--- config.mk ---
export PLATFORM = sky130hd
export DESIGN_NAME = iterative_muldiv_alu
export DESIGN_NICKNAME = d
export VERILOG_FILES = /design/src/rtl/iterative_muldiv_alu.sv
export SDC_FILE = /design/constraint.sdc
export NUM_CORES = 1
export LEC_CHECK = 0
export CORE_ASPECT_RATIO = 1.25
export CORE_MARGIN = 5
export CORE_UTILIZATION = 52
export DETAILED_ROUTE_END_ITERATION = 7
export PLACE_DENSITY_LB_ADDON = 0.12
export REMOVE_ABC_BUFFERS = 1
export SLEW_MARGIN = 20
export SYNTH_ARGS = -nofsm -noshare
export SYNTH_HDL_FRONTEND = slang
export SYNTH_SLANG_ARGS = --single-unit
--- constraint.sdc ---
create_clock -name CLK -period 11.1 [get_ports CLK]
set_input_delay 2.22 -clock CLK [delete_from_list [all_inputs] [get_ports CLK]]
set_output_delay 2.22 -clock CLK [all_outputs]
set_load 0.05 [all_outputs]
--- src/rtl/iterative_muldiv_alu.sv ---
// Multi-cycle RV32M multiply/divide/remainder unit: shift-add multiplier and
// restoring divider, one bit per cycle, with valid/ready handshakes and flush.
module iterative_muldiv_alu #(
   parameter int WIDTH = 32
) (
   input  logic             CLK,
   input  logic             RST,
   input  logic             in_valid,
   output logic             in_ready,
   input  logic [2:0]       op,
   input  logic [WIDTH-1:0] port_a,
   input  logic [WIDTH-1:0] port_b,
   input  logic             flush,
   output logic             out_valid,
   input  logic             out_ready,
   output logic [WIDTH-1:0] port_out,
   output logic             busy,
   output logic [1:0]       state_dbg
);

   localparam int CNT_W = $clog2(WIDTH) + 1;

   // Handshakes: a transfer happens on a rising edge where valid && ready are
   // both high; out_valid and port_out hold steady until out_ready is seen.
   typedef enum logic [1:0] {IDLE = 2'd0, CALC = 2'd1, FIXUP = 2'd2, DONE = 2'd3} state_t;

   state_t             state, state_n;
   logic [2:0]         op_q;
   logic               neg_q;
   logic [WIDTH-1:0]   m;
   logic [2*WIDTH-1:0] prod;
   logic [WIDTH-1:0]   rem;
   logic [CNT_W-1:0]   cnt;

   logic               accept;
   logic               signed_div, a_signed, b_signed, a_neg, b_neg, res_neg;
   logic [WIDTH-1:0]   mag_a, mag_b;
   logic               b_zero, div_ovf, special;
   logic [WIDTH-1:0]   special_res;

   logic [WIDTH:0]     addend, sum;
   logic [2*WIDTH-1:0] mul_next;
   logic [WIDTH:0]     shifted, diff;
   logic               ge;
   logic [WIDTH-1:0]   rem_next;
   logic [2*WIDTH-1:0] full;
   logic [WIDTH-1:0]   qr, qr_f, result;
   logic               unused_diff_msb;

   assign in_ready  = (state == IDLE) && !flush;
   assign out_valid = (state == DONE);
   assign busy      = (state != IDLE);
   assign state_dbg = state;
   assign accept    = in_valid && in_ready;

   // Operand conditioning and special-case detection on the raw request.
   always_comb begin
      signed_div  = op[2] && !op[0];
      a_signed    = signed_div || (op == 3'b001) || (op == 3'b010);
      b_signed    = signed_div || (op == 3'b001);
      a_neg       = a_signed && port_a[WIDTH-1];
      b_neg       = b_signed && port_b[WIDTH-1];
      res_neg     = (op == 3'b110) ? a_neg : (a_neg ^ b_neg);
      mag_a       = a_neg ? (~port_a + 1'b1) : port_a;
      mag_b       = b_neg ? (~port_b + 1'b1) : port_b;
      b_zero      = (port_b == '0);
      div_ovf     = signed_div && (port_a == {1'b1, {(WIDTH-1){1'b0}}}) && (port_b == '1);
      special     = op[2] && (b_zero || div_ovf);
      special_res = '0;
      if (b_zero)
         special_res = op[1] ? port_a : '1;
      else
         special_res = op[1] ? '0 : port_a;
   end

   // One iteration of each algorithm plus the final sign fix and word select.
   always_comb begin
      addend          = prod[0] ? {1'b0, m} : '0;
      sum             = {1'b0, prod[2*WIDTH-1:WIDTH]} + addend;
      mul_next        = {sum, prod[WIDTH-1:1]};
      shifted         = {rem, prod[WIDTH-1]};
      ge              = (shifted >= {1'b0, m});
      diff            = shifted - {1'b0, m};
      rem_next        = ge ? diff[WIDTH-1:0] : shifted[WIDTH-1:0];
      unused_diff_msb = diff[WIDTH];
      full            = neg_q ? (~prod + 1'b1) : prod;
      qr              = op_q[1] ? rem : prod[WIDTH-1:0];
      qr_f            = neg_q ? (~qr + 1'b1) : qr;
      result          = '0;
      if (op_q[2])
         result = qr_f;
      else if (op_q[1:0] == 2'b00)
         result = full[WIDTH-1:0];
      else
         result = full[2*WIDTH-1:WIDTH];
   end

   always_comb begin
      state_n = state;
      case (state)
         IDLE:  if (accept) state_n = special ? DONE : CALC;
         CALC:  if (flush) state_n = IDLE;
                else if (cnt == CNT_W'(1)) state_n = FIXUP;
         FIXUP: state_n = flush ? IDLE : DONE;
         DONE:  if (flush || out_ready) state_n = IDLE;
         default: state_n = IDLE;
      endcase
   end

   always_ff @(posedge CLK) begin
      if (RST) begin
         state    <= IDLE;
         port_out <= '0;
         cnt      <= '0;
         op_q     <= '0;
         neg_q    <= 1'b0;
         m        <= '0;
         prod     <= '0;
         rem      <= '0;
      end else begin
         state <= state_n;
         case (state)
            IDLE: if (accept) begin
               op_q  <= op;
               neg_q <= res_neg;
               cnt   <= CNT_W'(WIDTH);
               rem   <= '0;
               // Divides keep the divisor in m and the dividend in the low half.
               m     <= op[2] ? mag_b : mag_a;
               prod  <= {{WIDTH{1'b0}}, (op[2] ? mag_a : mag_b)};
               if (special) port_out <= special_res;
            end
            CALC: if (!flush) begin
               cnt <= cnt - CNT_W'(1);
               if (op_q[2]) begin
                  prod[WIDTH-1:0] <= {prod[WIDTH-2:0], ge};
                  rem             <= rem_next;
               end else begin
                  prod <= mul_next;
               end
            end
            FIXUP: if (!flush) port_out <= result;
            default: ;
         endcase
      end
   end

endmodule
==> metrics.yaml, run 1 <==
outcome: "finished, final reports clean"
fin_crit_ps: 6390
drt-initial-drc-count: 1977
core-area_mm2: 0.0325
synth_top_area_share_pct: 20.3
via_per_inst: 6.70
grt_pass1_wl_um: 102000
maxCapViolCount: 0
place.gp.congestion: 1.03
whs_ps: 456
p_switching_mw: 0.791
reg2reg_to: "port_out[16]"
ir_worst_vdd_mv: 0.112
placed_cell_area_mm2: 0.0182
seq_area_frac_synth_pct: 20.3
slew_violations: 0
holdPathStages: 2
layout_setup_ws_ps: 4710
synthFlopType: "dfxtp_1"
die_area_mm2: 0.0364
nets: 2479
finalPower_mw: 1.98
ys_types: 96
path_class: "input port to flop"
dp.cells: 2733
timing.rr.start: "prod[0]"
n_antenna_cell: 0
met2_usage_pct: 57.7
worst_pin_slew_ps: 1120
yosysTopAreaCell: "dfxtp_1"
grt_setup_unrepaired: "no"
clockBufferDepth: 2
cts_root_buffer: "clkbuf_16"
top_usage_layer: "met2"
firstDrtPassIters: 8
p_sw_share_pct: 40.0
grt_max_degree: 68
netlist_instances: 2344
cts-resized-gates: 0
p_per_area_mw_per_mm2: 106
synth_top_family_by_area: "compound AO/OA/AOI/OAI gates"
final.period_utilization_pct: 57.6
r2r_cells: 10
seq_power_share_pct: 35.2
ys_ff_latch: 172
pre_cts_ws_ps: 4280
p_leak_nw: 6.99
setup_tns_ps: 0
io_buffers: 108
clk_latency_ps: 470
synth-simple-area-share_pct: 24.2
cpPeakStageDelay_ps: 860
hold_viol: 0
grtUsageMet3_pct: 5.64
cp_cell_sequence: "clkdlybuf4s50_1 -> nor4_1 -> nand4b_1 -> or4_1 -> nor3_1 -> o211ai_1 -> a21boi_4 -> nand2_1 -> a211oi_1 -> a31o_1"
holdPathEnd: "m[10]"
final_cell_area_mm2: 0.0187
die_x_um: 172
wl_per_cell_um: 24.8
antenna_left: 0
min_path_type: "flop to flop"
holdBufCountCts: 0
start_kind: "input port"
die_y_um: 212
fmax_ghz: 0.156
synth_edf_count: 0
p_int_mw: 1.19
wirelength_um: 68400
fp-row-count: 74
drive_gt1_share_pct: 6.05
path_clk_slew_ps: 70
synthAdderAreaFrac_pct: 7.05
synth_compound_area_share_pct: 27.1
ff2ff_setup_slack_ps: 6380
arrival_ps: 6800
slowest_stage: "a21boi_4"
antenna_found_initial: 0
p_clk_share_pct: 31.1
avgSynthCellArea_um2: 7.25
skew_ps: 16.7
path_max_fanout: 34
grt_pass1_vias: 16910
cts_tree: "built"
synthArstFlopShare_pct: 0
comb_power_share_pct: 33.7
finalNonFillerCells: 2765
hpwlAfterDp_um: 53000
fillCellCount: 3166
routed-via-count: 18516
synthXorXnorAreaFrac_pct: 7.78
setup_viol: 0
cp_data_required_time_ps: 11510
drcViolationCount: 0
cts.sinks: 172
endpoint_kind: "flop"
area_growth_pct: 10.2
ys_top_cells_by_area: "dfxtp_1 20%, mux2i_1 6.1%, nor2_1 5.9%"
boundaryPins: 109
groute.usage.overall_pct: 36.5
yosysWarningCount: 0
ctsHtreeMaxLevel: 4
synth_area_mm2: 0.0170
grt_overflow: 0
muxShareOfSynthArea_pct: 7.72
grtUsageMet1_pct: 46.5
max-slew-margin-rel_pct: 23.5
start_util_pct: 52.3
cts_buffers: 17
final_util_pct: 57.6
post-cts-setup-buffer-count: 0
hold_start: "m[10]"
==> cell type report <==
class	count	area (µm²)	share of cell area (%)
multi-input combinational	1930	12600	67.2
sequential	172	3450	18.4
timing repair buffer	140	1310	7.01
tap	418	523	2.79
clock buffer	18	429	2.29
inverter	73	274	1.46
clock inverter	14	145	0.775
==> worst max-delay path by stage <==
stage,cells after the start,endpoint,slack (ps),startpoint
after detailed placement,10,port_out[16],4280,port_a[2]
after CTS,10,port_out[16],4760,port_a[2]
after global placement,10,port_out[16],4370,port_a[2]
final,10,port_out[16],4710,port_a[2]
after global routing,10,port_out[16],4460,port_a[2]
after floorplan,8,port_out[16],2140,port_b[22]
==> cells in the mapped netlist, drive strengths merged, types with 23 or more instances <==
cell / number
a21o: 42
inv: 73
or3: 26
mux2i: 104
ha: 71
a21oi: 187
nor2: 267
a31oi: 31
maj3: 27
mux2: 24
o21ai: 155
o31ai: 29
xnor2: 71
nand3: 57
o211ai: 27
xor2: 80
a211oi: 57
nor3: 80
dfxtp: 172
nand2: 219
or4: 23
buf: 47
nand4: 28
clkbuf: 122
nor4: 28
==> kinds of logic after synthesis <==
| kind of cell | Yosys count |
|---|---|
| simple gates | 845 |
| mux | 128 |
| flops | 172 |
| fa+ha+maj | 100 |
| buf+inv | 242 |
| compound gates | 706 |
| xor+xnor | 151 |
==> power groups by stage <==
stage | clock network, mW | registers (mW) | logic [mW]
floorplan | 0 | 0.697 | 0.418
CTS | 0.617 | 0.692 | 0.649
detailed placement | 0 | 0.707 | 0.647
global route | 0.643 | 0.697 | 0.713
finish | 0.614 | 0.697 | 0.666
global placement | 0 | 0.706 | 0.641
==> critical path, delay by kind of cell <==
kind / cells / cell delay [ps]
AND/OR/NAND/NOR: 5 / 2580
buffers and inverters: 1 / 530
AO/OA/AOI/OAI: 4 / 1460
==> cells in the final DEF, fill, tap and decap left out, drive strengths merged, types with 31 or more instances in the layout <==
cell type	netlist	routed
a211oi	57	57
a21o	42	42
a21oi	187	187
a31oi	31	31
buf	47	34
clkdlybuf4s50	0	106
dfxtp	172	172
ha	71	71
inv	73	82
mux2i	104	104
nand2	219	219
nand3	57	57
nor2	267	267
nor3	80	80
o21ai	155	155
xnor2	71	71
xor2	80	80
==> flip-flops by register name (all words and copies together), names as in the netlist <==
register and cells:
op_q 3, state_dbg 2, rem 32, neg_q 1
port_out 32, cnt 6, prod 64, m 32
==> routing by layer <==
layer / part of all wire, % / vias to the layer above
met3: 8.6 / 231
met4: 7.6 / 0
met5: 0 / -
li1: - / 8616
met1: 40 / 8655
met2: 44 / 1014
(Power assumes the default switching activity.)
==> run 2, diff against run 1 <==
==> constraint.sdc (replaced) <==
create_clock -name CLK -period 6.3 [get_ports CLK]
set_input_delay 1.26 -clock CLK [delete_from_list [all_inputs] [get_ports CLK]]
set_output_delay 1.26 -clock CLK [all_outputs]
set_load 0.05 [all_outputs]
==> run 2 against run 1 <==
Effect of this change: sequential power up 76%; clock power grew 79%; non-clock buffer count is 6 higher; die area is the same.
==> metrics.yaml, run 2 (same netlist as run 1, synthesis figures left out) <==
wirelength_um: 68700
cts.sinks: 172
maxCapViolCount: 0
firstDrtPassIters: 6
post-cts-setup-buffer-count: 0
worst_pin_slew_ps: 1170
start_util_pct: 52.3
cpPeakStageDelay_ps: 850
boundaryPins: 109
clk_latency_ps: 470
die_area_mm2: 0.0364
max-slew-margin-rel_pct: 21.5
path_max_fanout: 34
mostFrequentLayoutCell: "nor2_1"
outcome: "finished, final reports clean"
routed-via-count: 18571
core-area_mm2: 0.0325
regArea_mm2: 0.00345
dp.cells: 2739
cts_root_buffer: "clkbuf_16"
wl_per_cell_um: 24.8
cts-resized-gates: 0
multi_input_comb_area_mm2: 0.0126
ir_worst_vdd_mv: 0.180
hpwlAfterDp_um: 52900
arrival_ps: 5370
cp_top_family: "simple AND/OR/NAND/NOR gates"
cts_tree: "built"
cp_cell_sequence: "clkdlybuf4s50_1 -> nor4_1 -> nand4b_1 -> or4_1 -> nor3_1 -> o211ai_1 -> a21boi_4 -> buf_4 -> nand2_1 -> a211oi_1 -> a31o_1"
drcViolationCount: 0
start_kind: "input port"
regMostFlops: "prod"
fillCellCount: 3179
endpoint_kind: "flop"
placed_cell_area_mm2: 0.0182
groute.usage.overall_pct: 36.9
path_class: "input port to flop"
grt_max_degree: 62
worst-path-buf-inv: 2
setup_tns_ps: 0
p_per_area_mw_per_mm2: 187
antenna_left: 0
die_y_um: 212
largest_reg_flops: 64
p_leak_nw: 7.02
hold_viol: 0
antenna_found_initial: 0
skew_ps: 14.3
grt_pass1_wl_um: 104000
fp-row-count: 74
finalNonFillerCells: 2771
min_path_type: "flop to flop"
fmax_ghz: 0.202
cts_buffers: 17
n_antenna_cell: 0
grt_overflow: 0
fin_crit_ps: 4960
holdBufCountCts: 0
setup_viol: 0
clockBufferDepth: 2
io_buffers: 108
cp_data_required_time_ps: 6710
slew_violations: 0
path_clk_slew_ps: 80
grt_pass1_vias: 17149
ctsHtreeMaxLevel: 4
drive_gt1_share_pct: 6.25
place.gp.congestion: 1.03
final.period_utilization_pct: 78.7
grt_setup_unrepaired: "no"
drt-initial-drc-count: 2124
area_growth_pct: 10.4
slowest_stage: "nor4_1"
nets: 2485
final_cell_mix: "264 x nor2_1, 219 x nand2_1, 186 x a21oi_1, 169 x dfxtp_1, 116 x o21ai_0"
die_x_um: 172
via_per_inst: 6.70
final_cell_area_mm2: 0.0188
[run 2: area by class of cell]
| cell class | instances | share of cell area [%] |
|---|---|---|
| multi-input combinational | 1930 | 67.0 |
| sequential | 172 | 18.4 |
| timing repair buffer | 146 | 7.24 |
| tap | 418 | 2.79 |
| clock buffer | 18 | 2.34 |
| inverter | 73 | 1.46 |
| clock inverter | 14 | 0.773 |
[run 2: worst paths after layout]
path | startpoint | endpoint | slack [ps] | depth (start not counted)
worst max-delay path | port_a[2] | port_out[16] | 1340 | 11
worst min-delay path | m[10] | m[10] | 450 | 2
worst max register to register | m[6] | rem[29] | 1750 | 11
worst min register to register | m[10] | m[10] | 450 | 2
[run 2: routing by layer]
layer / GRT usage [%] / routed length (µm) / vias to the layer above / part of all wire [%]
li1: - / - / 8634 / -
met1: 46.9 / 27400 / 8722 / 40
met2: 57.5 / 30200 / 1007 / 44
met3: 7.44 / 6240 / 208 / 9.1
met4: 22.3 / 4900 / 0 / 7.1
met5: 0 / 0 / - / 0
[run 2: per-stage QoR]
step	worst slack (ps)	power [mW]	hold slack [ps]	utilization, %
finish	1340	3.50	455	57.7
global route	1190	3.63	472	57.7
CTS	1420	3.47	458	57.7
detailed placement	946	2.38	449	55.9
global placement	1120	2.37	441	55.9
floorplan	-1700	1.96	426	-
[run 2: worst min-delay path, cell delays in order, from the launching register on]
cell,delay [ps]
dfxtp_1,310
nand2_1,50
a21oi_1,50
[run 2: report_power, final]
| group | switching, mW | leakage, nW | internal, mW | total (mW) |
|---|---|---|---|---|
| logic | 0.739 | 5.34 | 0.436 | 1.18 |
| registers | 0.0980 | 1.40 | 1.13 | 1.23 |
| clock network | 0.562 | 0.281 | 0.539 | 1.10 |
